==> src/rtl/mmio_store_sink_if.sv <==
// Bus bundle between the core's M-stage data port, the store sink and its drain consumer.
interface mmio_store_sink_if;
  logic        MemWriteM;
  logic [31:0] DataAdrM;
  logic [31:0] WriteData;
  logic [31:0] ReadDataM;
  logic        HitM;
  logic [31:0] DrainData;
  logic        DrainValid;
  logic        DrainReady;
  logic        Done;
  logic [31:0] ExitCode;
  logic        Overflow;

  modport master (
    output MemWriteM, DataAdrM, WriteData, DrainReady,
    input  ReadDataM, HitM, DrainData, DrainValid, Done, ExitCode, Overflow
  );

  modport slave (
    input  MemWriteM, DataAdrM, WriteData, DrainReady,
    output ReadDataM, HitM, DrainData, DrainValid, Done, ExitCode, Overflow
  );
endinterface

==> src/rtl/mmio_store_sink.sv <==
// MMIO store sink: TXDATA FIFO with valid/ready drain, STATUS, sticky TOHOST and CTRL flush.
// Optional STORES/DROPS counters at 0x10/0x14 are built when MMIO_SINK_STATS_EN is defined.
module mmio_store_sink #(
  parameter logic [31:0] BASE_ADDR = 32'h0000_0100,
  parameter int          DEPTH     = 8,
  localparam int         CW        = $clog2(DEPTH) + 1
) (
  input logic               clk,
  input logic               reset,
  mmio_store_sink_if.slave  bus
);

  localparam int PW = CW - 1;

  logic [31:0]   mem_q [DEPTH];
  logic [PW-1:0] wr_ptr_q, wr_ptr_d;
  logic [PW-1:0] rd_ptr_q, rd_ptr_d;
  logic [CW-1:0] count_q, count_d;
  logic          done_q, done_d;
  logic [31:0]   exit_code_q, exit_code_d;
  logic          overflow_q, overflow_d;

  logic          hit_s, wr_s, push_req_s, push_ok_s, pop_s, drop_s;
  logic          flush_s, tohost_wr_s, full_s, empty_s;
  logic [2:0]    sel_s;
  logic [31:0]   head_s, status_s, rdata_s;
  logic [1:0]    unused_byte_sel_s;

  assign unused_byte_sel_s = bus.DataAdrM[1:0];

  assign hit_s       = (bus.DataAdrM[31:5] == BASE_ADDR[31:5]);
  assign sel_s       = bus.DataAdrM[4:2];
  assign wr_s        = bus.MemWriteM & hit_s;
  assign full_s      = (count_q == CW'(DEPTH));
  assign empty_s     = (count_q == {CW{1'b0}});
  assign pop_s       = ~empty_s & bus.DrainReady;
  assign push_req_s  = wr_s & (sel_s == 3'd0);
  // A full FIFO still accepts a push when the head leaves in the same cycle.
  assign push_ok_s   = push_req_s & (~full_s | pop_s);
  assign drop_s      = push_req_s & full_s & ~pop_s;
  assign flush_s     = wr_s & (sel_s == 3'd3) & bus.WriteData[0];
  assign tohost_wr_s = wr_s & (sel_s == 3'd2) & ~done_q;

  assign head_s   = empty_s ? 32'h0000_0000 : mem_q[rd_ptr_q];
  assign status_s = {overflow_q, done_q, full_s, empty_s, 20'h0_0000, 8'(count_q)};

`ifdef MMIO_SINK_STATS_EN
  logic [31:0] stores_q, drops_q;

  // Statistics counters, cleared by flush.
  always_ff @(posedge clk or negedge reset) begin
    if (!reset) begin
      stores_q <= 32'h0000_0000;
      drops_q  <= 32'h0000_0000;
    end else if (flush_s) begin
      stores_q <= 32'h0000_0000;
      drops_q  <= 32'h0000_0000;
    end else begin
      stores_q <= stores_q + {31'h0000_0000, push_ok_s};
      drops_q  <= drops_q + {31'h0000_0000, drop_s};
    end
  end
`endif

  // Next-state for pointers, occupancy and sticky status bits.
  always_comb begin
    wr_ptr_d    = wr_ptr_q;
    rd_ptr_d    = rd_ptr_q;
    count_d     = count_q;
    overflow_d  = overflow_q;
    done_d      = done_q;
    exit_code_d = exit_code_q;
    // Flush overrides a concurrent pop; that popped word still counts as delivered.
    if (flush_s) begin
      wr_ptr_d   = {PW{1'b0}};
      rd_ptr_d   = {PW{1'b0}};
      count_d    = {CW{1'b0}};
      overflow_d = 1'b0;
    end else begin
      wr_ptr_d   = wr_ptr_q + PW'(push_ok_s);
      rd_ptr_d   = rd_ptr_q + PW'(pop_s);
      count_d    = count_q + CW'(push_ok_s) - CW'(pop_s);
      overflow_d = overflow_q | drop_s;
    end
    if (tohost_wr_s) begin
      done_d      = 1'b1;
      exit_code_d = bus.WriteData;
    end else begin
      done_d      = done_q;
      exit_code_d = exit_code_q;
    end
  end

  // Control state registers.
  always_ff @(posedge clk or negedge reset) begin
    if (!reset) begin
      wr_ptr_q    <= {PW{1'b0}};
      rd_ptr_q    <= {PW{1'b0}};
      count_q     <= {CW{1'b0}};
      overflow_q  <= 1'b0;
      done_q      <= 1'b0;
      exit_code_q <= 32'h0000_0000;
    end else begin
      wr_ptr_q    <= wr_ptr_d;
      rd_ptr_q    <= rd_ptr_d;
      count_q     <= count_d;
      overflow_q  <= overflow_d;
      done_q      <= done_d;
      exit_code_q <= exit_code_d;
    end
  end

  // FIFO storage; contents are meaningless while count is zero.
  always_ff @(posedge clk) begin
    if (push_ok_s) begin
      mem_q[wr_ptr_q] <= bus.WriteData;
    end
  end

  // Load data mux over the window registers.
  always_comb begin
    rdata_s = 32'h0000_0000;
    case (sel_s)
      3'd0:    rdata_s = head_s;
      3'd1:    rdata_s = status_s;
      3'd2:    rdata_s = exit_code_q;
`ifdef MMIO_SINK_STATS_EN
      3'd4:    rdata_s = stores_q;
      3'd5:    rdata_s = drops_q;
`endif
      default: rdata_s = 32'h0000_0000;
    endcase
  end

  assign bus.HitM       = hit_s;
  assign bus.ReadDataM  = hit_s ? rdata_s : 32'h0000_0000;
  assign bus.DrainData  = head_s;
  assign bus.DrainValid = ~empty_s;
  assign bus.Done       = done_q;
  assign bus.ExitCode   = exit_code_q;
  assign bus.Overflow   = overflow_q;

endmodule

==> src/flat_wrapper.sv <==
// flat-port wrapper written by rule: the top's interface ports become plain ports
module mmio_store_sink_flat 
#(
  parameter logic [31:0] BASE_ADDR = 32'h0000_0100,
  parameter int          DEPTH     = 8,
  localparam int         CW        = $clog2(DEPTH) + 1
)
  (clk, reset, bus_MemWriteM, bus_DataAdrM, bus_WriteData, bus_DrainReady, bus_ReadDataM, bus_HitM, bus_DrainData, bus_DrainValid, bus_Done, bus_ExitCode, bus_Overflow);
  mmio_store_sink_if bus_i ();
  input logic clk;
  input logic reset;
  input wire logic [$bits(bus_i.MemWriteM)-1:0] bus_MemWriteM;
  input wire logic [$bits(bus_i.DataAdrM)-1:0] bus_DataAdrM;
  input wire logic [$bits(bus_i.WriteData)-1:0] bus_WriteData;
  input wire logic [$bits(bus_i.DrainReady)-1:0] bus_DrainReady;
  output wire logic [$bits(bus_i.ReadDataM)-1:0] bus_ReadDataM;
  output wire logic [$bits(bus_i.HitM)-1:0] bus_HitM;
  output wire logic [$bits(bus_i.DrainData)-1:0] bus_DrainData;
  output wire logic [$bits(bus_i.DrainValid)-1:0] bus_DrainValid;
  output wire logic [$bits(bus_i.Done)-1:0] bus_Done;
  output wire logic [$bits(bus_i.ExitCode)-1:0] bus_ExitCode;
  output wire logic [$bits(bus_i.Overflow)-1:0] bus_Overflow;
  assign bus_i.MemWriteM = bus_MemWriteM;
  assign bus_i.DataAdrM = bus_DataAdrM;
  assign bus_i.WriteData = bus_WriteData;
  assign bus_i.DrainReady = bus_DrainReady;
  assign bus_ReadDataM = bus_i.ReadDataM;
  assign bus_HitM = bus_i.HitM;
  assign bus_DrainData = bus_i.DrainData;
  assign bus_DrainValid = bus_i.DrainValid;
  assign bus_Done = bus_i.Done;
  assign bus_ExitCode = bus_i.ExitCode;
  assign bus_Overflow = bus_i.Overflow;
  mmio_store_sink #(.BASE_ADDR(BASE_ADDR), .DEPTH(DEPTH)) u_core (.clk(clk), .reset(reset), .bus(bus_i));
endmodule
==> config.mk <==
export PLATFORM = sky130hd
export DESIGN_NAME = mmio_store_sink_flat
export DESIGN_NICKNAME = d
export VERILOG_FILES = /design/src/rtl/mmio_store_sink_if.sv /design/src/rtl/mmio_store_sink.sv /design/src/flat_wrapper.sv
export SDC_FILE = /design/constraint.sdc
export NUM_CORES = 1
export LEC_CHECK = 0
export BUFFER_PORTS_ARGS = -buffer_cell sky130_fd_sc_hd__buf_2
export CORE_ASPECT_RATIO = 0.5
export CORE_MARGIN = 5
export CORE_UTILIZATION = 35
export DETAILED_ROUTE_END_ITERATION = 8
export PLACE_DENSITY_LB_ADDON = 0.05
export SYNTH_ARGS = -nofsm -noshare
export SYNTH_HDL_FRONTEND = slang
export SYNTH_SLANG_ARGS = --single-unit
==> constraint.sdc <==
create_clock -name clk -period 7.82 [get_ports clk]
set_input_delay 1.955 -clock clk [delete_from_list [all_inputs] [get_ports clk]]
set_output_delay 1.955 -clock clk [all_outputs]
set_load 0.1 [all_outputs]
Word level (Yosys, flattened, before mapping)
Memories as Yosys holds them, arrays and structs flattened.
Index checks and enable logic that the tools add are counted.
{"block": "classes", "eq_ne": 5, "bitwise": 16, "reduce_logical": 2, "addsub": 4, "n_mux": 9}
{"op": "$pmux 32 s3", "count": 1}
{"op": "$mux 32", "count": 2}
{"op": "$eq 27x4->1 const B", "count": 1}
{"op": "$and 1x1->1", "count": 10}
{"op": "$add 3x1->3", "count": 2}
{"op": "$eq 3x2->1 const B", "count": 2}
{"op": "$mux 3", "count": 2}
{"op": "$add 4x1->4", "count": 1}
{"op": "$eq 4x4->1 const B", "count": 1}
{"op": "$logic_not 4->1", "count": 1}
{"op": "$mux 4", "count": 1}
{"op": "$not 1->1", "count": 4}
{"op": "$sub 4x1->4", "count": 1}
{"op": "$eq 3x1->1 const B", "count": 1}
{"op": "$logic_not 3->1", "count": 1}
{"op": "$mux 1", "count": 3}
{"op": "$or 1x1->1", "count": 2}
{"block": "word_totals", "word_cells": 43, "ram_bits": 256, "in_bits": 68, "memories": 1, "reg_bits": 44}
{"memory": "u_core.mem_q", "words": 8, "width": 32, "read_ports": 1, "rd_ports_with_merged_regs": 0, "write_ports": 1, "line_no": "mmio_store_sink.sv:15", "rtl": "logic [31:0] mem_q [DEPTH];"}

Depth between registers and ports, before layout
{"block": "depth", "ltp_word": 8, "mapped_depth": 12}

Worst setup path before layout
Ideal clock, no wire load.
{"block": "synth_timing", "path_kind": "in2out", "from": "input bus_DataAdrM[15]", "to": "output bus_ReadDataM[1]", "slack_ns": 0.758, "path_buffers": 1, "path_stages": 5, "arrival_time_ns": 5.107, "cell_sequence": "nor4_1 > and4_1 > nand3_1 > clkbuf_1 > a221oi_1"}
{"block": "synth_between", "elab_chain_cells": 2}
{"item": "start: declaration", "line_no": "flat_wrapper.sv:13", "rtl": "input wire logic [$bits(bus_i.DataAdrM)-1:0] bus_DataAdrM;"}
{"item": "$eq 27x4->1", "line_no": "mmio_store_sink.sv:31", "rtl": "assign hit_s = (bus.DataAdrM[31:5] == BASE_ADDR[31:5]);"}
{"item": "$mux 32", "line_no": "mmio_store_sink.sv:136", "rtl": "assign bus.ReadDataM = hit_s ? rdata_s : 32'h0000_0000;"}
{"item": "end: declaration", "line_no": "flat_wrapper.sv:16", "rtl": "output wire logic [$bits(bus_i.ReadDataM)-1:0] bus_ReadDataM;"}
No other way between the ends.

Final worst setup path
{"block": "layout_timing", "from": "input bus_DataAdrM[22]", "to": "output bus_ReadDataM[3]"}
The elaborated chain is that of the path after synthesis.

==> results_dict.tcl <==
set metrics [dict create \
    r2r_cells 7 \
    cts_resized 0 \
    antenna_found_initial 0 \
    route.final.wire_length_um 33700 \
    cts.clk_slew.worst_paths_ns 0.07 \
    sequentialPowerShare_pct 33.4 \
    postCtsHoldBufs 0 \
    total_power_mw 5.64 \
    ir_drop_mv 0.212 \
    crit_top_cell "buf_2" \
    synthAdderAreaFrac_pct 1.17 \
    drive_gt1_share_pct 27.9 \
    synth_top_area_cell "edfxtp_1" \
    synth_compound_area_share_pct 6.61 \
    hold_end "u_core.bus.ExitCode[4]$_DFFE_PN0P_" \
    clk-insertion-delay-late_ns 0.54 \
    holdCritStartpoint "u_core.bus.ExitCode[4]$_DFFE_PN0P_" \
    max_clock_freq_mhz 154 \
    diodes 0 \
    yosysMostFrequentCell "edfxtp_1" \
    ys.flop_type "edfxtp_1" \
    synth.mux.area_fraction_pct 13.5 \
    swShare_pct 44.6 \
    r2r_setup_slack_ns 4.24 \
    synth_nets 838 \
    leakagePower_nw 5.69 \
    dr.pass1.iters 4 \
    p_per_area_mw_per_mm2 380 \
    coreArea_mm2 0.0348 \
    ys_seq_area_share_pct 70.7 \
    cts_sinks 300 \
    synth_cells 759 \
    period_minus_slack_ns 6.48 \
    gr-total-overflow 0 \
    synth_top_area_share_pct 61.9 \
    setup_violations 0 \
    ys_types 43 \
    synth_commonest_cells "edfxtp_1, mux2i_1, a22oi_1" \
    r2r_end "u_core.mem_q[7][26]$_DFFE_PP_" \
    die-area_mm2 0.0396 \
    wl_per_cell_um 23.6 \
    p_clk_share_pct 24.6 \
    maxSlewHeadroom_pct 21.6 \
    synthXorXnorAreaFrac_pct 0.282 \
    grt_pass1_wl_um 51000 \
    required_ns 5.87 \
    dp_worst_setup_slack_ns 1.27 \
    async_flop_share_pct 14.7 \
    grt_usage_pct 16.9 \
    slowest_delay_ns 0.51 \
    pwr-share-comb_pct 42.1 \
    fin_crit_sh_pct 82.9 \
    path_cells "buf_2, nor4_1, and3_1, nand3_2, buf_4, a221oi_1, buf_2" \
    area_delta_synth_final_pct 19.5 \
    intPower_mw 3.12 \
    dpl.cell_count 1381 \
    start_util_pct 35.7 \
    ios 168 \
    place_congestion 0.740 \
    htreeDepth 1 \
    hold_ws_ns 0.508 \
    synth_top_family_by_area "multiplexers" \
    min_path_cells 1 \
    crit_slowest_cell "nand3_2" \
    fp.dieH_um 143 \
    yosysWarningCount 0 \
    syn_avg_cell_area_um2 16.4 \
    fp-row-count 48 \
    cp_max_fo 17 \
    hold_path_class "reg2reg" \
    fp.dieW_um 276 \
    grt_pass1_vias 8021 \
    finalNonFillerCells 1433 \
    setup_ws_ns 1.34 \
    drc 0 \
    io_buffers 165 \
    slew_viol_final 0 \
    synth_area_leaders "edfxtp_1, mux2i_1, dfrtp_1" \
    ant_nets 0 \
    max-cap-violations 0 \
    viasPerCell 5.19 \
    first_iter_violations 456 \
    start_kind "input pin" \
    fin_nets 1015 \
    cts_made_buffers 28 \
    finalSetupTns_ns 0 \
    cp-end-kind "primary output" \
    post-cts-setup-buffer-count 0 \
    cts_tree "done" \
    dpl.hpwl_um 20200 \
    ys_seq_elements 300 \
    switching_power_mw 2.52 \
    clock_path_buffers 3 \
    hold_viol 0 \
    worst_pin_slew_ns 1.17 \
    synth_area_mm2 0.0124 \
    crit_type "in2out" \
    reg2reg_from "u_core.count_q[2]$_DFF_PN0_" \
    status "completed" \
    cts_root_buf "clkbuf_16" \
    rsz0062_at_grt "no" \
    crit_arrival_ns 4.53 \
    grt_max_degree 61 \
    synth-edff-count 256 \
    via_count 7443 \
    yosys.area_share.simple_pct 5.72 \
    fin_skew_ns 0.0114 \
]
-- layout make-up --
class / count / area, um2
fillers: 3197 / 19900
flip-flops and latches: 300 / 8790
multi-input cells: 403 / 3460
repair buffers: 192 / 1030
clock buffers: 44 / 842
well taps: 475 / 594
clock inverters: 8 / 97.6
inverters: 11 / 41.3
-- worst max-delay path by stage --
stage,cells past startpoint,to,from
after global routing,7,bus_ReadDataM[3],bus_DataAdrM[14]
final,7,bus_ReadDataM[3],bus_DataAdrM[22]
after floorplan,5,bus_ReadDataM[1],bus_DataAdrM[15]
after detailed placement,7,bus_ReadDataM[3],bus_DataAdrM[22]
after global placement,7,bus_ReadDataM[3],bus_DataAdrM[22]
after CTS,7,bus_ReadDataM[3],bus_DataAdrM[22]
-- power groups by stage --
stage	Clock, mW	Combinational, mW	Sequential [mW]
6_report	1.39	2.37	1.88
5_1_grt	1.51	2.50	1.89
4_1_cts	1.43	2.40	1.89
3_5_place_dp	0	2.40	1.92
3_3_place_gp	0	2.39	1.92
2_1_floorplan	0	2.02	1.81
-- cells by family (layout without fill, tap and decap cells) --
kind of cell / count (synthesis) / count (layout)
xor+xnor: 4 / 4
flops: 300 / 300
fa+ha+maj: 11 / 11
simple gates: 125 / 125
buf+inv: 56 / 255
compound gates: 111 / 111
mux: 152 / 152
-- worst max-delay path, delay by kind of cell --
kind            cells  cell delay [ns]
simple gates        3             1.17
buf+inv             3             1.06
compound gates      1             0.32
-- layout by cell type (no fill, tap or decap), types with 9 or more instances in the layout --
cell type    n
a21oi_1     13
a22oi_1     54
a32oi_1     24
and3_1      26
buf_2      165
buf_4       27
clkbuf_1     9
clkbuf_16   29
dfrtp_1     43
edfxtp_1   256
ha_1        10
inv_1       11
mux2_1      29
mux2i_1    111
mux4_2       9
nand2b_1     9
nor2_1      38
-- registers in the layout (all words and copies together), names as in the netlist --
register	cells
u_core.mem_q	256
u_core.bus.ExitCode	32
u_core.rd_ptr_q	3
u_core.wr_ptr_q	3
u_core.bus.Overflow	1
u_core.count_q	4
u_core.bus.Done	1
-- through the flow --
stage | util, % | instance area (um2)
after global routing | 42.7 | 14900
after global placement | 40.0 | 13900
final | 42.7 | 14900
after detailed placement | 40.0 | 13900
after floorplan | - | 12400
after CTS | 42.7 | 14900
-- per-layer routing --
metal  part of all wire (%)  global-route usage [%]  up-vias
met5                      0                       0        -
met4                    1.5                    2.76        0
met3                    3.8                    2.84       36
met2                     46                    27.7      160
met1                     49                    24.5     3861
li1                       -                       -     3386
(Power assumes the default switching activity.)
